### src/rtl/button_pkg.sv
// Shared channel state encoding and default timing constants for the button
// conditioner and its per-channel filter.
package button_pkg;

   typedef enum logic [1:0] {
      REL    = 2'd0,
      CONF_P = 2'd1,
      HELD   = 2'd2,
      CONF_R = 2'd3
   } chan_state_e;

   localparam int unsigned DEF_SAMPLE_DIV    = 32;
   localparam int unsigned DEF_FILTER_DEPTH  = 4;
   localparam int unsigned DEF_STUCK_SAMPLES = 11250;

   localparam int unsigned AGREE_W = 4;
   localparam int unsigned STUCK_W = 14;

   // The conditioned level is low exactly while the channel believes the button is down.
   function automatic logic isPressedState(input chan_state_e s);
      return (s == HELD) || (s == CONF_R);
   endfunction

endpackage

### src/rtl/button_filter_channel.sv
// One button channel: 2-flop synchronizer, tick-sampled confirm FSM and, with
// BUTTON_STUCK_DETECT_EN defined, a held-too-long detector that forces release.
module button_filter_channel
   import button_pkg::*;
#(
   parameter int unsigned FILTER_DEPTH  = DEF_FILTER_DEPTH,
   parameter int unsigned STUCK_SAMPLES = DEF_STUCK_SAMPLES
) (
   input  logic clk_i,
   input  logic rst_ni,
   input  logic tick_i,
   input  logic pin_i,
   output logic level_o,
   output logic stuck_o
);

   localparam logic [AGREE_W-1:0] AGREE_MAX = AGREE_W'(FILTER_DEPTH);
   localparam logic [AGREE_W-1:0] AGREE_ONE = AGREE_W'(1);

   logic               sync1_q;
   logic               sync2_q;
   chan_state_e        state_q;
   chan_state_e        state_d;
   logic [AGREE_W-1:0] agreeCnt_q;
   logic [AGREE_W-1:0] agreeCnt_d;
   logic               level_q;
   logic               level_d;
   logic               stuck_d;

   always_ff @(posedge clk_i) begin
      if (!rst_ni) begin
         sync1_q <= 1'b1;
         sync2_q <= 1'b1;
      end else begin
         sync1_q <= pin_i;
         sync2_q <= sync1_q;
      end
   end

   // A disagreeing sample during confirmation drops back to the origin state,
   // so a glitch shorter than the confirm window never changes the level.
   always_comb begin
      state_d    = state_q;
      agreeCnt_d = agreeCnt_q;
      if (tick_i) begin
         case (state_q)
            REL: begin
               if (!sync2_q) begin
                  state_d    = CONF_P;
                  agreeCnt_d = AGREE_ONE;
               end
            end
            CONF_P: begin
               if (sync2_q) begin
                  state_d    = REL;
                  agreeCnt_d = '0;
               end else if (agreeCnt_q >= AGREE_MAX) begin
                  state_d    = HELD;
                  agreeCnt_d = '0;
               end else begin
                  agreeCnt_d = agreeCnt_q + 1'b1;
               end
            end
            HELD: begin
               if (sync2_q) begin
                  state_d    = CONF_R;
                  agreeCnt_d = AGREE_ONE;
               end
            end
            CONF_R: begin
               if (!sync2_q) begin
                  state_d    = HELD;
                  agreeCnt_d = '0;
               end else if (agreeCnt_q >= AGREE_MAX) begin
                  state_d    = REL;
                  agreeCnt_d = '0;
               end else begin
                  agreeCnt_d = agreeCnt_q + 1'b1;
               end
            end
            default: begin
               state_d    = REL;
               agreeCnt_d = '0;
            end
         endcase
      end
   end

   assign level_d = !isPressedState(state_d) || stuck_d;

   always_ff @(posedge clk_i) begin
      if (!rst_ni) begin
         state_q    <= REL;
         agreeCnt_q <= '0;
         level_q    <= 1'b1;
      end else begin
         state_q    <= state_d;
         agreeCnt_q <= agreeCnt_d;
         level_q    <= level_d;
      end
   end

   assign level_o = level_q;

`ifdef BUTTON_STUCK_DETECT_EN
   localparam logic [STUCK_W-1:0] STUCK_MAX = STUCK_W'(STUCK_SAMPLES);

   logic [STUCK_W-1:0] stuckCnt_q;
   logic [STUCK_W-1:0] stuckCnt_d;
   logic               stuck_q;

   // The count survives a bounce through CONF_R so a stuck flag only clears in REL.
   always_comb begin
      stuckCnt_d = stuckCnt_q;
      if (state_d == REL) begin
         stuckCnt_d = '0;
      end else if (tick_i && (state_q == HELD) && (stuckCnt_q < STUCK_MAX)) begin
         stuckCnt_d = stuckCnt_q + 1'b1;
      end
   end

   assign stuck_d = (state_d != REL) && (stuckCnt_d == STUCK_MAX);

   always_ff @(posedge clk_i) begin
      if (!rst_ni) begin
         stuckCnt_q <= '0;
         stuck_q    <= 1'b0;
      end else begin
         stuckCnt_q <= stuckCnt_d;
         stuck_q    <= stuck_d;
      end
   end

   assign stuck_o = stuck_q;
`else
   assign stuck_d = 1'b0;
   assign stuck_o = 1'b0;
`endif

endmodule

### src/rtl/button_conditioner.sv
// Debounces the Mode and Trip buttons with a shared sample prescaler; define
// BUTTON_STUCK_DETECT_EN to add per-channel stuck-press detection.
module button_conditioner
   import button_pkg::*;
#(
   parameter int unsigned SAMPLE_DIV    = DEF_SAMPLE_DIV,
   parameter int unsigned FILTER_DEPTH  = DEF_FILTER_DEPTH,
   parameter int unsigned STUCK_SAMPLES = DEF_STUCK_SAMPLES
) (
   input  logic       HCLK,
   input  logic       HRESETn,
   input  logic       Mode_Pin,
   input  logic       Trip_Pin,
   output logic       Mode,
   output logic       Trip,
   output logic [1:0] Stuck
);

   localparam logic [7:0] DIV_LAST = 8'(SAMPLE_DIV - 1);

   logic [7:0] prescale_q;
   logic [7:0] prescale_d;
   logic       tick;

   assign tick       = (prescale_q == DIV_LAST);
   assign prescale_d = tick ? 8'd0 : prescale_q + 8'd1;

   always_ff @(posedge HCLK) begin
      if (!HRESETn) begin
         prescale_q <= 8'd0;
      end else begin
         prescale_q <= prescale_d;
      end
   end

   button_filter_channel #(
      .FILTER_DEPTH  (FILTER_DEPTH),
      .STUCK_SAMPLES (STUCK_SAMPLES)
   ) uMode (
      .clk_i   (HCLK),
      .rst_ni  (HRESETn),
      .tick_i  (tick),
      .pin_i   (Mode_Pin),
      .level_o (Mode),
      .stuck_o (Stuck[0])
   );

   button_filter_channel #(
      .FILTER_DEPTH  (FILTER_DEPTH),
      .STUCK_SAMPLES (STUCK_SAMPLES)
   ) uTrip (
      .clk_i   (HCLK),
      .rst_ni  (HRESETn),
      .tick_i  (tick),
      .pin_i   (Trip_Pin),
      .level_o (Trip),
      .stuck_o (Stuck[1])
   );

endmodule

### config.mk
export PLATFORM = sky130hd
export DESIGN_NAME = button_conditioner
export DESIGN_NICKNAME = d
export VERILOG_FILES = /design/src/rtl/button_pkg.sv /design/src/rtl/button_filter_channel.sv /design/src/rtl/button_conditioner.sv
export SDC_FILE = /design/constraint.sdc
export NUM_CORES = 1
export LEC_CHECK = 0
export CAP_MARGIN = 20
export CORE_MARGIN = 8
export CORE_UTILIZATION = 60
export CTS_BUF_LIST = sky130_fd_sc_hd__clkbuf_16
export DETAILED_ROUTE_END_ITERATION = 7
export PLACE_DENSITY = 0.81
export REMOVE_ABC_BUFFERS = 1
export SYNTH_ARGS = -nofsm -noshare
export SYNTH_HDL_FRONTEND = slang
export SYNTH_SLANG_ARGS = --single-unit
### constraint.sdc
create_clock -name HCLK -period 3.8 [get_ports HCLK]
set_input_delay 0.38 -clock HCLK [delete_from_list [all_inputs] [get_ports HCLK]]
set_output_delay 0.38 -clock HCLK [all_outputs]
set_load 0.1 [all_outputs]
==> summary.md <==
| Metric | Value |
|---|---|
| Max transition margin | 34.1% |
| NumNets Final | 130 |
| Count of final hold-check violations | 0 |
| Hold path depth | 1 |
| Port buffer count | 5 |
| Max-slew violation count | 0 |
| Critical-path cell list | clkdlybuf4s50_1 |
| Yosys cell types | 36 |
| Net Switching | 0.116 mW |
| Reg2reg setup slack | 2150 ps |
| HP Start | uMode.sync1_q |
| Final setup fails | 0 |
| Die Wd | 59.1 µm |
| Layout cell share with drive strength beyond 1 | 6.56% |
| Reg power frac | 46.0% |
| CP max FO | 1 |
| Leading area contributor after synthesis | dfxtp_1 |
| Worst path required time | 3420 ps |
| Outcome | completed |
| Via density per instance | 5.78 |
| Number of diodes | 0 |
| Ys Warns | 0 |
| Setup TNS Final | 0 ps |
| FF-to-FF End | uMode.level_o |
| Clock Power Share | 49.9% |
| Int Power | 0.494 mW |
| Grt total ovfl | 0 |
| Fin crit share | 55.4% |
| Max Cap Viol | 0 |
| CTS Buffer Depth | 2 |
| Area Growth Syn to Fin | 13.5% |
| First-pass GRT wire length | 3.30 mm |
| CP arrival | 1730 ps |
| Skew final | 1.46 ps |
| Placed Cells incl. Taps | 143 |
| Hold_buf cts | 0 |
| Die area | 3490 µm² |
| Pre-antenna DRT Iters | 4 |
| Drt wl/cell | 13.5 µm |
| HPWL after detailed placement | 1.31 mm |
| Fin Hold WS | 407 ps |
| Antenna violations before repair | 0 |
| Post_cts resized | 0 |
| Net Sw Frac | 19.0% |
| Fin cells | 147 |
| Die Y | 59.1 µm |
| Critical path's largest stage delay | 1140 ps |
| Commonest non-fill, non-tap cell in the layout | dfxtp_1 |
| Synthesized area per cell | 9.43 µm² |
| Vias | 850 |
| Comb pwr share | 4.1% |
| Vias in the first global route | 769 |
| TritonCTS Buffers | 3 |
| Hold Path Sink | uMode.sync2_q |
| Detail Route Antenna Nets | 0 |
| DR iter-0 viols | 29 |
| Sequential fraction of the synthesis area | 46.8% |
| Crit-path slowest cell | clkdlybuf4s50_1 |
| Mapped Area | 1110 µm² |
| TritonCTS clock tree | yes |
| H-tree depth | 1 |
| Crit path max-delay family | buffers and inverters |
| Post-CTS Setup Inserts | 0 |
| R2R cell count | 4 |
| Post-Synthesis Cells | 118 |
| RSZ-0062 raised after global routing | false |
| Final Critical Period | 2110 ps |
| Area after DPL | 1160 µm² |
| GP Congestion | 0.731 |
| Initial Util | 64.4% |
| # rows | 15 |
| Buffers plus inverters on the worst setup path | 1 |
| Total track usage | 13.0% |
| Top Ports | 8 |
| Design Area, Final | 1260 µm² |
| Worst Max-Slew Pin Slew | 985 ps |
| Clock root cell | clkbuf_16 |
| Clock Latency Late Sink | 260 ps |
| Fmax | 475 MHz |
| Critical path type | reg -> out |
| Total wire length | 1.98 mm |
| Nature of the critical path startpoint | register |
| Core Region | 1730 µm² |
| Pleak | 0.471 nW |
| Drc violations | 0 |
| Synth area leaders | dfxtp_1 47%, ha_1 3.4%, nand2_1 3.0%, nand2b_1 2.8%, a21oi_1 2.7% |
| VDD IR max | 0.389 mV |
| Yosys reg bits | 26 |
| Worst Hold Class | reg -> reg |
| Most frequent cells in the layout | 26 x dfxtp_1, 9 x nand2_1, 8 x nor2_1 |
| Reg clk slew, reported paths | 60 ps |
| Worst setup EP type | primary output |
| Clock Sinks | 26 |
| Pwr dens | 483 nW/µm² |
| RR Startpoint | prescale_q[0] |
| Final Power | 0.610 mW |
| Top-area cell type share of the netlist area | 46.8% |
| Largest net degree at the start of global routing | 20 |
| Critical Path Start | uTrip.level_o |
==> cell usage after synthesis, drive strengths merged <==
master,instances
nand3,3
a21oi,6
o21ai,9
a41oi,1
clkbuf,1
or3,3
nand2,9
o21a,1
and4,1
mux2,1
dfxtp,26
nor2,8
nor3,2
or4,1
o211a,2
nor4,1
nand4,5
xor2,2
o31ai,1
inv,7
a211oi,1
nor4bb,2
o22ai,4
buf,5
a311oi,1
mux2i,1
o31a,2
ha,3
conb,1
xnor2,3
nand2b,5
==> final cells by class <==
cell class,instances,area (µm²)
clock inverters,1,30.0
fillers,128,464
clock buffers,3,75.1
flip-flops and latches,26,520
multi-input cells,80,529
repair buffers,5,50.0
inverters,7,26.3
well taps,25,31.3
==> state kept, by name, summed over array words and instances (netlist names) <==
register and cells:
uMode.state_q 2, uMode.sync1_q 1, uTrip.state_q 2, uTrip.agreeCnt_q 4
uMode.agreeCnt_q 4, uMode.sync2_q 1, prescale_q 8, uMode.level_o 1
uTrip.sync2_q 1, uTrip.level_o 1, uTrip.sync1_q 1
==> worst max path at each step <==
stage | endpoint | slack [ps] | cells past startpoint
2_1_floorplan | uMode.level_o | 2290 | 4
3_3_place_gp | uTrip.agreeCnt_q[1] | 1960 | 4
3_5_place_dp | uMode.agreeCnt_q[2] | 1880 | 4
4_1_cts | Trip | 1680 | 1
5_1_grt | Trip | 1670 | 1
6_report | Trip | 1690 | 1
==> layer usage <==
metal | routed length [µm] | track usage [%] | up-vias
met5 | 0 | 0 | -
li1 | - | - | 423
met3 | 138 | 5.42 | 4
met2 | 930 | 20.1 | 27
met4 | 48 | 8.19 | 0
met1 | 865 | 14.3 | 396
==> power groups by stage <==
| stage | clock [mW] | sequential (mW) | combinational, mW |
|---|---|---|---|
| 3_5_place_dp | 0 | 0.287 | 0.0250 |
| 4_1_cts | 0.308 | 0.281 | 0.0251 |
| 3_3_place_gp | 0 | 0.287 | 0.0244 |
| 2_1_floorplan | 0 | 0.286 | 0.0178 |
| 6_report | 0.304 | 0.281 | 0.0250 |
| 5_1_grt | 0.317 | 0.281 | 0.0273 |
==> worst register-to-register path, delay by kind of cell (launching register included) <==
kind	cells	cell delay (ps)
and+or+nand+nor	2	580
DFF	1	370
muxes	1	340
adders and majority gates	1	250
==> metrics by stage <==
step,utilization (%),setup slack [ps]
finish,73.1,1690
global route,73.1,1670
CTS,73.1,1680
detailed placement,67.0,1880
global placement,67.0,1960
floorplan,-,2290
==> cell families (layout without fill, tap and decap cells) <==
group / count (synthesis) / in the layout / synth area share [%]
DFF: 26 / 26 / 46.8
buffers and inverters: 13 / 16 / 5.96
muxes: 2 / 2 / 1.91
other: 1 / 2 / 0.337
adders and majority gates: 3 / 3 / 3.37
AOI/OAI and AO/OA: 28 / 28 / 16.0
xor gates and xnor gates: 5 / 5 / 3.94
and+or+nand+nor: 40 / 40 / 21.7
Note: power is estimated with default switching activity, not from simulation.
